[src/rtl/tmr_sipo_receiver.sv]
// rtl/tmr_sipo_receiver.sv - triplicated serial-in/parallel-out receiver with voted scrubbing
module tmr_sipo_receiver #(
  parameter int width     = 4,
  parameter bit lsb_first = 1'b1
) (
  input  logic             clk,
  input  logic             rst,
  input  logic             enable,
  input  logic             clear,
  input  logic             sin_valid,
  input  logic             serial_in,
  input  logic             out_ready,
  output logic [width-1:0] parallel_out,
  output logic             out_valid,
  output logic             overrun,
  output logic             mismatch
);

  localparam int cw = $clog2(width);

  // One full copy of the receiver state; the three copies are voted as flat vectors.
  typedef struct packed {
    logic             ovr;
    logic             vld;
    logic [width-1:0] obuf;
    logic [cw-1:0]    cnt;
    logic [width-1:0] sr;
  } st_t;

  st_t st0, st1, st2;
  st_t cur;
  st_t nxt0, nxt1, nxt2;
  st_t nxt_v;

  // Bitwise two-out-of-three vote across copies.
  function automatic st_t maj(input st_t a, input st_t b, input st_t c);
    return st_t'((a & b) | (a & c) | (b & c));
  endfunction

  // Next state of a single copy, evaluated independently before voting.
  function automatic st_t step(input st_t s, input logic en, input logic clr,
                               input logic sv, input logic si, input logic rdy);
    st_t              n;
    logic             xfer;
    logic [width-1:0] sh;
    n    = s;
    xfer = s.vld & rdy;
    sh   = lsb_first ? {si, s.sr[width-1:1]} : {s.sr[width-2:0], si};
    if (clr) begin
      n.sr  = '0;
      n.cnt = '0;
      n.vld = 1'b0;
      n.ovr = 1'b0;
    end else begin
      if (xfer) n.vld = 1'b0;
      if (en & sv) begin
        n.sr = sh;
        if (s.cnt == cw'(width - 1)) begin
          n.cnt = '0;
          // A completed word only lands if the buffer is empty or draining this edge.
          if (!s.vld || xfer) begin
            n.obuf = sh;
            n.vld  = 1'b1;
          end else begin
            n.ovr = 1'b1;
          end
        end else begin
          n.cnt = s.cnt + cw'(1);
        end
      end
    end
    return n;
  endfunction

  assign nxt0  = step(st0, enable, clear, sin_valid, serial_in, out_ready);
  assign nxt1  = step(st1, enable, clear, sin_valid, serial_in, out_ready);
  assign nxt2  = step(st2, enable, clear, sin_valid, serial_in, out_ready);
  assign nxt_v = maj(nxt0, nxt1, nxt2);
  assign cur   = maj(st0, st1, st2);

  // Every copy is rewritten with the voted next state each cycle, scrubbing single upsets.
  always_ff @(posedge clk or negedge rst) begin
    if (!rst) begin
      st0 <= '0;
      st1 <= '0;
      st2 <= '0;
    end else begin
      st0 <= nxt_v;
      st1 <= nxt_v;
      st2 <= nxt_v;
    end
  end

  assign parallel_out = cur.obuf;
  assign out_valid    = cur.vld;
  assign overrun      = cur.ovr;
  assign mismatch     = (st0 != st1) || (st1 != st2);

endmodule

[config.mk]
export PLATFORM = sky130hd
export DESIGN_NAME = tmr_sipo_receiver
export DESIGN_NICKNAME = d
export VERILOG_FILES = /design/src/rtl/tmr_sipo_receiver.sv
export SDC_FILE = /design/constraint.sdc
export NUM_CORES = 1
export LEC_CHECK = 0
export BUFFER_PORTS_ARGS = -buffer_cell sky130_fd_sc_hd__buf_4
export CORE_MARGIN = 4
export CORE_UTILIZATION = 25
export CTS_BUF_LIST = sky130_fd_sc_hd__clkbuf_4
export DETAILED_ROUTE_END_ITERATION = 12
export GPL_TIMING_DRIVEN = 0
export PLACE_DENSITY = 0.44
export SLEW_MARGIN = 30
export SYNTH_ARGS = -nofsm -noshare
export SYNTH_HDL_FRONTEND = slang
export SYNTH_SLANG_ARGS = --single-unit
[constraint.sdc]
create_clock -name clk -period 3.3 [get_ports clk]
set_input_delay 0.165 -clock clk [delete_from_list [all_inputs] [get_ports clk]]
set_output_delay 0.165 -clock clk [all_outputs]
set_load 0.01 [all_outputs]
-- Yosys cells after proc, flatten, opt, wreduce, memory -nomap -nowiden
Cells that the tools add are included.
- output and inout bits: 7
- input bits: 7
- flip-flop bits (word level): 12
- word-level logic and storage cells: 26
- bitwise operators: 8
- muxes and demuxes: 9
- $add $sub $neg: 1
- reduce and logical (&&, ||, !) cells: 2
- eq/ne operators: 1
- operators with widths (cell ; count):
    bitwise OR 12 bit ; 4
    bitwise AND 12 bit ; 2
    2-to-1 mux 12 bit ; 1
    2-to-1 mux 6 bit ; 2
    2-to-1 mux 5 bit ; 1
    2-to-1 mux 2 bit ; 2
    2-to-1 mux 4 bit ; 1
    adder 2 x 1 -> 2 bit (second input constant) ; 1
    bitwise AND 1 bit ; 2
    == test 2 bit (second input constant) ; 1
    2-to-1 mux 1 bit ; 2
    zero test 1 bit ; 1
    logical OR 1 bit ; 1

-- Depth between registers and ports, before layout
- depth in word-level cells: 9
- depth in mapped cells: 4
- mapped depth without buffers: 4

-- Worst setup path before layout
Ideal clock, no wire load.
- kind: reg2reg
- start point: register st2[10] (netlist name)
- end point: register with a tool-made name
- arrival: 1263 ps
- stages on the path, launching flop included: 4
- slack: 1912 ps
- library setup time: 125 ps
- clock period less this slack: 1388 ps
- data required time: 3175 ps
- buffers on the path: 0
- cells stage by stage: dfrtp_1 -> nor2b_1 -> nor4b_4 -> mux2_2
- RTL lines (item ; RTL line ; text):
    start: declaration ; 30 ; st_t st0, st1, st2;
    start signal: assignment ; 90 ; st2 <= nxt_v;

==> impl_results.rst <==
.. list-table::
   :header-rows: 1

   * - Metric
     - Value
   * - Number of CTS-inserted buffers
     - 3
   * - Data arrival time of the worst path
     - 1.62 ns
   * - Count of yosys warnings during synthesis
     - 0
   * - Predominant post-synthesis flop cell
     - dfrtp_1
   * - Share of cells above drive strength 1
     - 43.55%
   * - Worst Hold Margin
     - 0.1312 ns
   * - Row count
     - 16
   * - Pins over their slew limit
     - 0
   * - Number of diodes added for antenna fixing
     - 0
   * - Kind of cell adding the most delay to the critical path
     - simple AND/OR/NAND/NOR gates
   * - Max-Cap Viols
     - 0
   * - Largest family of logic cells by synthesized area
     - simple AND/OR/NAND/NOR gates
   * - Cell-internal power
     - 203.1 µW
   * - Worst vdd rail ir drop
     - around 0.31 mV
   * - Mean cell area of the mapped netlist
     - 11.53 µm²
   * - Number of different library cells in the post-synthesis netlist
     - 15
   * - Post-synthesis simple-gate area fraction
     - 17.22%
   * - Non-Filler Cell Area, Final
     - slightly below 700 µm²
   * - Post-synthesis compound-gate area fraction
     - 6.604%
   * - Clock slew at the register clock pins of the worst setup and hold paths
     - 0.07 ns
   * - Run status
     - complete, no violations
   * - Leading cell types in the layout, fill and taps excluded
     - 17 x buf_4, 11 x dfrtp_1
   * - Setup violation total in the final timing report
     - 0
   * - Synthesized Nets
     - 55
   * - Final Critical Period
     - about 1.5 ns
   * - Core Box Area
     - a little under 0.002 mm²
   * - Vert. Die Dim
     - 54.07 µm
   * - Placed Cells incl. Taps
     - between 80 and 90
   * - Root buf cell
     - clkbuf_4
   * - Via count of the first global-routing pass
     - 340
   * - Adder-cell area share of the yosys netlist
     - 4.717%
   * - Post-Layout Cell Count
     - 89
   * - DR DRC count
     - 0
   * - Pin count of the biggest net entering global routing
     - 12
   * - Number of filler cells placed in the layout
     - slightly above 200
   * - Largest fanout of any net on the critical path
     - 4
   * - Total power per unit cell area
     - roughly 380 mW/mm²
   * - Share of the cycle needed by the critical path after routing
     - 44.49%
   * - Clock latency at the later pin of the worst-skew pair
     - approximately 0.26 ns
   * - Synthesis-to-layout area growth
     - 29.48%
   * - End-of-flow core utilization
     - around 35%
   * - Multi-input logic area
     - 210.2 µm²
   * - Sequential fraction of the synthesis area
     - 51.89%
   * - Top-level port count
     - 14
   * - Worst hold-check path type
     - input port to flip-flop
   * - Total routing resource utilization after global routing
     - under 10%
   * - Share of power burned in registers
     - 53.6%
   * - Achievable Freq
     - a little under 0.7 GHz
   * - Sequence of cells on the critical path
     - nor2b_1 -> nor4b_4 -> mux2_2
   * - Portion of netlist area occupied by mux cells
     - 10.38%
   * - Fraction of registers with async set or reset after synthesis
     - between 90% and 100%
   * - Net count reported at finish
     - 72
   * - Delay of the slowest cell on the worst path
     - 0.41 ns
   * - Combinational cell fraction of total power
     - 9.1%
   * - Worst slack, placed
     - 1.824 ns
   * - Static leakage
     - 0.3455 nW
   * - Initial cell density of the core
     - 26.77%
   * - Vias after detailed routing
     - 370
   * - Number of buffer and inverter instances along the worst setup path
     - 0
   * - Clock sink count
     - 11
   * - First-pass GRT wire length
     - 1662 µm
   * - Number of port buffers
     - 11
   * - Overall routed net length
     - slightly below 1000 µm
   * - Ratio of routed vias to standard cells
     - 4.157
   * - Kind of end point of the critical path
     - flip-flop
   * - Data required time at the worst endpoint
     - between 3 and 4 ns
   * - Number of synthesized flops with an enable pin
     - 0
   * - Total iterations of the first detailed-routing run
     - 3
   * - Cells after synthesis
     - 46
   * - Final Hold Vio Count
     - 0
   * - Net load switching power
     - ~57 µW
   * - Fraction of synthesized cell area in xor and xnor cells
     - 0%
   * - Weighted congestion reported at the end of routability-driven placement
     - 0.6838
   * - Die Span X
     - 54.07 µm
   * - Post-route worst setup slack
     - 1.832 ns
   * - CTS H-tree lvls
     - 1
   * - Overflow left after global routing
     - 0
   * - Switching share of total power
     - 21.88%
   * - Storage element area
     - 275.3 µm²
   * - Buffers inserted during post-CTS setup optimization
     - 0
   * - Setup repair after global routing missed its margin
     - no
   * - ANT nets after route
     - 0
   * - Mapped Area
     - 530.5 µm²
   * - Die Footprint
     - 0.002923 mm²
   * - Area after DPL
     - 646.9 µm²
   * - Clock tree skew after final layout
     - 0.002814 ns
   * - Worst setup path category
     - flip-flop to flip-flop
   * - Max stage delay cell, worst path
     - nor4b_4
   * - Number of antenna violations at the first check in global routing
     - 0
   * - Average wire per cell in the routed design
     - 10.98 µm
   * - Setup_tns
     - 0 ns
   * - Max Root-Sink Buffers
     - 2
   * - Register bit count reported by yosys
     - 11
   * - Tot Pwr
     - ~260 µW
   * - Clock tree from TritonCTS
     - done
   * - DRT iter0 DRCs
     - 1
   * - Most frequent standard cell in the layout excluding fill and tap cells
     - buf_4
   * - Clk pwr share
     - a little under two fifths
   * - Kind of launch point of the worst setup path
     - flip-flop
final timing paths:
kind / end / slack, ns / start / cells past startpoint
worst max register to register: flip-flop / 1.83 / st2[10]$_DFF_PN0_ / 3
worst min register to register: flip-flop / 0.51 / flip-flop / 1
min in group asynchronous: st2[10]$_DFF_PN0_ / 0.27 / rst / 2
worst min-delay path: st2[1]$_DFF_PN0_ / 0.13 / clear / 2
max in group asynchronous: asynchronous set/reset pin / 2.88 / rst / 2
worst max-delay path: flip-flop / 1.83 / st2[10]$_DFF_PN0_ / 3
metal layers:
metal | vias up | routed length (µm) | global-route usage, %
met3 | 2 | 71 | 4.986
met2 | 10 | 423 | 9.476
met5 | - | 0 | 0
li1 | 188 | - | -
met1 | 170 | 474 | 12.50
met4 | 0 | 8 | 3.734
worst reg2reg max path, delay by kind of cell, from the launching register on:
kind | cells | cell delay (ns)
mux | 1 | 0.38
simple gates | 2 | 0.60
flops | 1 | 0.37
final cells by class:
| type | count | share of cell area [%] |
|---|---|---|
| sequential | 11 | 40.07 |
| multi-input combinational | 29 | 30.60 |
| timing repair buffer | 12 | 13.48 |
| buffer | 6 | 6.557 |
| tap | 27 | 4.918 |
| clock buffer | 4 | 4.372 |
logic make-up after synthesis:
logic type | count (synthesis)
AO/OA/AOI/OAI | 6
adder cells (fa/ha/maj) | 2
buffers and inverters | 6
flip-flops | 11
multiplexers | 5
other | 1
AND/OR/NAND/NOR | 15
synthesized netlist by cell type, types with 2 or more instances:
cell type | n | area share (%)
nand2_1 | 4 | 2.8
nand3_1 | 4 | 3.8
nor2_1 | 4 | 2.8
mux2_2 | 4 | 8.5
dfrtp_1 | 11 | 52
ha_1 | 2 | 4.7
buf_4 | 6 | 8.5
a21oi_1 | 4 | 3.8
power groups by stage:
stage | logic (mW) | clock network [mW] | registers [mW]
finish | 0.0237 | 0.0968 | 0.139
global route | 0.0267 | 0.114 | 0.140
CTS | 0.0244 | 0.103 | 0.139
detailed placement | 0.0234 | 0 | 0.142
global placement | 0.0234 | 0 | 0.142
floorplan | 0.0107 | 0 | 0.142
repair_timing:
action / in CTS / in global routing
hold buffers: 1 / 0
hold endpoints to repair: 11 / 0
gates resized for setup: 0 / 0
Note: power is estimated with default switching activity, not from simulation.
